===== config.mk =====
export PLATFORM = sky130hd
export DESIGN_NAME = stream_rate_scheduler
export DESIGN_NICKNAME = d
export VERILOG_FILES = /design/src/rtl/srs_pkg.sv /design/src/rtl/lfsr_rand.sv /design/src/rtl/stream_rate_scheduler.sv
export SDC_FILE = /design/constraint.sdc
export NUM_CORES = 1
export LEC_CHECK = 0
export ABC_CLOCK_PERIOD_IN_PS = 9300
export CAP_MARGIN = 40
export CELL_PAD_IN_SITES_DETAIL_PLACEMENT = 1
export CELL_PAD_IN_SITES_GLOBAL_PLACEMENT = 2
export CORE_MARGIN = 2
export CORE_UTILIZATION = 40
export CTS_BUF_LIST = sky130_fd_sc_hd__clkbuf_8
export CTS_CLUSTER_SIZE = 8
export DETAILED_ROUTE_END_ITERATION = 8
export PLACE_DENSITY_LB_ADDON = 0.1
export SLEW_MARGIN = 10
export SYNTH_ARGS = -nofsm -noshare
export SYNTH_HDL_FRONTEND = slang
export SYNTH_SLANG_ARGS = --single-unit

===== constraint.sdc =====
create_clock -name clk -period 9.3 [get_ports clk]
set_clock_uncertainty 0.1 [all_clocks]
set_input_delay 0.93 -clock clk [delete_from_list [all_inputs] [get_ports clk]]
set_output_delay 0.93 -clock clk [all_outputs]
set_load 0.02 [all_outputs]

===== src/rtl/srs_pkg.sv =====
// Shared types and constants for the stream rate scheduler.
// Also used by the reusable LFSR random source.
package srs_pkg;

    typedef enum logic [1:0] {
        IDLE,
        RUN,
        ADVANCE
    } state_t;

    localparam int RATE_MAX = 100;
    localparam int RATE_W = 7;
    localparam logic [31:0] LFSR_TAPS = 32'h8020_0003;

    function automatic logic [RATE_W-1:0] clamp_rate(
        input logic [RATE_W-1:0] r
    );
        return (r > RATE_W'(RATE_MAX)) ? RATE_W'(RATE_MAX) : r;
    endfunction

endpackage


===== src/rtl/lfsr_rand.sv =====
// 32-bit Galois LFSR with a 0..99 output for percentage draws.
// Deterministic from SEED so traces repeat across tools and silicon.
module lfsr_rand
    import srs_pkg::*;
#(
    parameter logic [31:0] SEED = 32'hACE1_2468
) (
    input  logic              clk,
    input  logic              rst_n,
    input  logic              en,
    output logic [RATE_W-1:0] rnd
);

    logic [31:0] lfsr;

    always_ff @(posedge clk or negedge rst_n) begin
        if (!rst_n) begin
            lfsr <= SEED;
        end else if (en) begin
            lfsr <= lfsr[0] ? ((lfsr >> 1) ^ LFSR_TAPS) : (lfsr >> 1);
        end
    end

    assign rnd = RATE_W'(lfsr[15:0] % 16'd100);

endmodule


===== src/rtl/stream_rate_scheduler.sv =====
// Phase-table driven generator for one stream vld/rdy line.
// Counts its own handshakes per phase and steps, loops or finishes.
module stream_rate_scheduler
    import srs_pkg::*;
#(
    parameter int          NUM_PHASES      = 4,
    parameter int          COUNT_W         = 16,
    parameter logic [31:0] LFSR_SEED       = 32'hACE1_2468,
    parameter bit          HOLD_UNTIL_XFER = 1'b1,
    localparam int PW = (NUM_PHASES > 1) ? $clog2(NUM_PHASES) : 1
) (
    input  logic               clk,
    input  logic               rst_n,
    input  logic               cfg_we,
    input  logic [PW-1:0]      cfg_idx,
    input  logic [RATE_W-1:0]  cfg_rate,
    input  logic [COUNT_W-1:0] cfg_count,
    input  logic               loop_en,
    input  logic               start,
    input  logic               stop,
    input  logic               ctl_in,
    output logic               ctl_out,
    output logic               busy,
    output logic [PW-1:0]      phase,
    output logic [COUNT_W-1:0] xfer_cnt,
    output logic               done
);

    localparam logic [PW-1:0] LAST = PW'(NUM_PHASES - 1);

    state_t             state;
    logic [RATE_W-1:0]  rate_tbl [NUM_PHASES];
    logic [COUNT_W-1:0] cnt_tbl  [NUM_PHASES];
    logic [RATE_W-1:0]  rnd;
    logic               xfer;
    logic               last_xfer;
    logic               want;
    logic               is_last;
    logic [PW-1:0]      nxt;

    lfsr_rand #(.SEED(LFSR_SEED)) u_lfsr (
        .clk   (clk),
        .rst_n (rst_n),
        .en    (state == RUN),
        .rnd   (rnd)
    );

    assign busy      = (state != IDLE);
    assign xfer      = ctl_out & ctl_in;
    assign last_xfer = xfer &&
                       ((xfer_cnt + COUNT_W'(1)) == cnt_tbl[phase]);
    assign want      = (rnd < rate_tbl[phase]) |
                       (HOLD_UNTIL_XFER & ctl_out & ~ctl_in);
    assign is_last   = (phase == LAST);
    assign nxt       = is_last ? '0 : phase + PW'(1);

    always_ff @(posedge clk or negedge rst_n) begin
        if (!rst_n) begin
            for (int i = 0; i < NUM_PHASES; i++) begin
                rate_tbl[i] <= '0;
                cnt_tbl[i]  <= '0;
            end
        end else if (cfg_we && state == IDLE &&
                     int'(cfg_idx) < NUM_PHASES) begin
            rate_tbl[cfg_idx] <= clamp_rate(cfg_rate);
            cnt_tbl[cfg_idx]  <= cfg_count;
        end
    end

    // stop has priority everywhere; a coincident transfer is dropped
    always_ff @(posedge clk or negedge rst_n) begin
        if (!rst_n) begin
            state    <= IDLE;
            ctl_out  <= 1'b0;
            phase    <= '0;
            xfer_cnt <= '0;
            done     <= 1'b0;
        end else begin
            done <= 1'b0;
            unique case (state)
                IDLE: begin
                    if (start && !stop) begin
                        phase    <= '0;
                        xfer_cnt <= '0;
                        ctl_out  <= 1'b0;
                        state    <= (cnt_tbl[0] == '0) ? ADVANCE : RUN;
                    end
                end
                RUN: begin
                    if (stop) begin
                        state    <= IDLE;
                        ctl_out  <= 1'b0;
                        phase    <= '0;
                        xfer_cnt <= '0;
                    end else if (last_xfer) begin
                        ctl_out  <= 1'b0;
                        xfer_cnt <= '0;
                        state    <= ADVANCE;
                    end else begin
                        if (xfer) xfer_cnt <= xfer_cnt + COUNT_W'(1);
                        ctl_out <= want;
                    end
                end
                ADVANCE: begin
                    ctl_out  <= 1'b0;
                    xfer_cnt <= '0;
                    if (stop) begin
                        state <= IDLE;
                        phase <= '0;
                    end else if (is_last && !loop_en) begin
                        done  <= 1'b1;
                        phase <= '0;
                        state <= IDLE;
                    end else begin
                        phase <= nxt;
                        state <= (cnt_tbl[nxt] == '0) ? ADVANCE : RUN;
                    end
                end
                default: state <= IDLE;
            endcase
        end
    end

endmodule


==> results by group, run 1 <==
Critical path
  – Setup crit start kind: flop
  – CP Capture Type: flop
  – Worst Path Required: 9.58 ns
  – CP dominant cell by count: o21ai_0
  – Arrival time worst endpoint: 8.34 ns
  – CP peak stage delay: 0.92 ns
  – Kind of critical path: reg2reg
  – Slowest-stage cell, CP: dfrtp_1
  – Crit Path Max Fanout: 27

Timing
  – Setup WS post-layout: 1.243 ns
  – Worst-margin pin slew: 0.8895 ns
  – Relative slew slack: between 40 and 50%
  – Peak Freq: 124.1 MHz
  – Final setup TNS: 0 ns
  – Slew Limit Fails: 0
  – Fin crit period: 8.057 ns
  – Setup violators final: 0
  – Part of the cycle the worst path needs: 86.63%
  – Count of final hold-check violations: 0
  – RSZ-0062 raised after global routing: false

Global routing
  – First-pass GRT wire length: 42.83 mm
  – Largest net degree at the start of global routing: 62
  – Antenna violations before repair: 0
  – Vias in the first global route: 7,802
  – Global route overflow: 0
  – GRT Overall Usage: between 20 and 25%

Logic synthesis
  – Syn. warnings: 0
  – Top_reg_cell synth: dfrtp_1
  – Synth Cell Area: 9385 um^2
  – Synth unique cells: approximately 100
  – Syn Nets: 1,043
  – Ys async rst share: between 90% and 100%
  – Sequential-to-total area share from yosys stat: 39.10%
  – Flops & latches, synth: 146
  – Top-area cell type share of the netlist area: 35.46%
  – Post-synth EDFFs: 0
  – Top cell type by total area after synthesis: dfrtp_1
  – Largest cells by area after synthesis: dfrtp_1, nand2_1, mux2_2, mux4_2, o21ai_0
  – Syn Area/Cell: ~9.4 um^2
  – Synth Instances: 1,002

Clock tree
  – Post-CTS Resized: 0
  – # clock sinks: 146
  – CTS tree: built
  – Clk buf depth: 2
  – Clk pin slew, worst setup/hold paths: 0.09 ns
  – Later-pin clock latency in the skew report: 0.45 ns
  – CTS buffer count: 17
  – H-tree Lvls: 4
  – Root buf cell: clkbuf_8
  – Hold buffers post-CTS: 0
  – Post-CTS setup buffers: 0

Die
  – Core area: 23,260 um^2
  – Initial core utilization: 40.35%
  – Die area: 24,700 um^2
  – Core Rows: 56
  – Number of I/O pins: 53
  – Horiz. Die Dim: 157.2 um
  – Die H: 157.2 um

Placed design
  – Routability cong.: 0.8021
  – Number of port buffers: 52
  – Setup WS pre-CTS: 1.280 ns
  – Detailed Place HPWL: 19.10 mm

Run
  – # Max-Cap Violations: 0

Route
  – Final WL: 26.02 mm
  – Vias per cell: 5.650
  – DRT iter0 DRCs: 364
  – DR vias: 7,695
  – # DRC: 0
  – Routed len/inst: 19.10 um
  – Routed Antenna Nets: 0
  – Iteration count of the initial detailed-routing pass: 5

Finish
  – Fillcell total: between 2,000 and 3,000
  – Synth-to-layout area growth: 13.36%
  – Number of diodes: 0
  – Final #Nets: ~1,100
  – Layout cells sized above 1: 17.45%

Min path
  – Worst Hold Class: in2async

Status
  – Status: completed
cells by family (layout without fill, tap and decap cells):
family                     after synthesis  count (layout)  share of synthesized area [%]
AOI/OAI and AO/OA                      247             247                          19.76
xor gates and xnor gates                33              33                          3.080
muxes                                   95              95                          14.18
adders and majority gates                9               9                          1.200
DFF                                    146             146                          39.10
and+or+nand+nor                        390             390                          18.94
buffers and inverters                   82             123                          3.733
critical path, delay by kind of cell (launching register included):
kind / cells / cell delay (ns)
AO/OA/AOI/OAI: 16 / 4.29
XOR/XNOR: 1 / 0.17
adder cells (fa/ha/maj): 1 / 0.25
buffers and inverters: 1 / 0.23
flip-flops: 1 / 0.92
multiplexers: 2 / 0.69
AND/OR/NAND/NOR: 8 / 1.33
metrics by stage:
| stage | area (um^2) | cells | hold WS (ns) | utilization [%] |
|---|---|---|---|---|
| 3_5_place_dp | 10260 | 1330 | 0.3694 | 44.09 |
| 2_1_floorplan | 9385 | 1002 | 0.3409 | - |
| 3_3_place_gp | 10110 | 1323 | 0.3589 | 43.44 |
| 4_1_cts | 10640 | 1362 | 0.2319 | 45.73 |
| 6_report | 10640 | 1362 | 0.2504 | 45.73 |
| 5_1_grt | 10640 | 1362 | 0.2306 | 45.73 |
final cells by class:
class / instances / area, um^2 / area share (%)
clock buffer: 17 / 234.0 / 2.199
timing repair buffer: 65 / 718.2 / 6.751
sequential: 146 / 3670 / 34.49
clock inverter: 15 / 147.6 / 1.388
inverter: 26 / 97.59 / 0.9173
multi-input combinational: 774 / 5373 / 50.50
tap: 319 / 399.1 / 3.752
path summary, 6_finish.rpt:
check                                startpoint               to  slack, ns  cells past startpoint
worst max register to register  u_lfsr.lfsr[12]          ctl_out       1.24                     29
max in group asynchronous                 rst_n      cnt_tbl[38]       7.45                      3
worst min register to register     rate_tbl[21]     rate_tbl[21]       0.39                      2
worst max-delay path            u_lfsr.lfsr[12]          ctl_out       1.24                     29
min in group clk                   rate_tbl[21]     rate_tbl[21]       0.39                      2
worst min-delay path                      rst_n  u_lfsr.lfsr[12]       0.25                      1
sequential cells by signal, summed over array words and instances, names as in the netlist:
name         count
rate_tbl        28
done             1
xfer_cnt        16
phase            2
cnt_tbl         64
u_lfsr.lfsr     32
ctl_out          1
state            2
synthesized netlist by cell type, types with 4 or more instances:
library cell and n:
a31oi_1 8, and2_1 6, nor4_1 19, and3_1 7, o31ai_1 13, mux4_2 24, a21oi_1 24, nand2b_1 14
o21ai_0 73, ha_1 9, nor2_1 50, o211ai_1 16, inv_1 23, o221ai_1 4, nand2_1 222, nor2b_1 4
o21ai_1 8, nand3_1 19, mux2i_1 13, clkbuf_1 35, xnor2_1 23, dfstp_2 13, nand4_1 9, o2111a_1 4
o21a_1 4, mux2_2 56, buf_2 13, a21o_1 10, a22o_1 5, nor3_1 10, o41ai_1 4, or2_2 5
buf_1 4, dfrtp_1 133, o22a_1 4, a22oi_1 6, xor2_1 10
cell usage in the layout, fill, tap and decap left out, types with 19 or more instances in the layout:
master	count
nand3_1	19
clkdlybuf4s50_1	51
mux4_2	24
nand2_1	222
nor2_1	50
dfrtp_1	133
inv_1	24
a21oi_1	24
xnor2_1	23
mux2_2	56
nor4_1	19
o21ai_0	73
metal layers:
layer	GRT usage, %	vias up	share of wire (%)
met2	35.48	97	48
met5	0	-	0
li1	-	3713	-
met4	5.628	0	1.5
met1	31.23	3859	49
met3	3.194	26	2.3
Power of run 1 is left out: the tool's default activity adds up to more than one toggle a clock period on the data nets, which glitch-free logic cannot reach.
==> inputs of run 2 (changes only) <==
- SKIP_LAST_GASP: default -> 1
==> results of run 2 <==
No change in the layout: final DEF, timing and power equal those of run 1.
Power of run 2 is left out for the same reason.
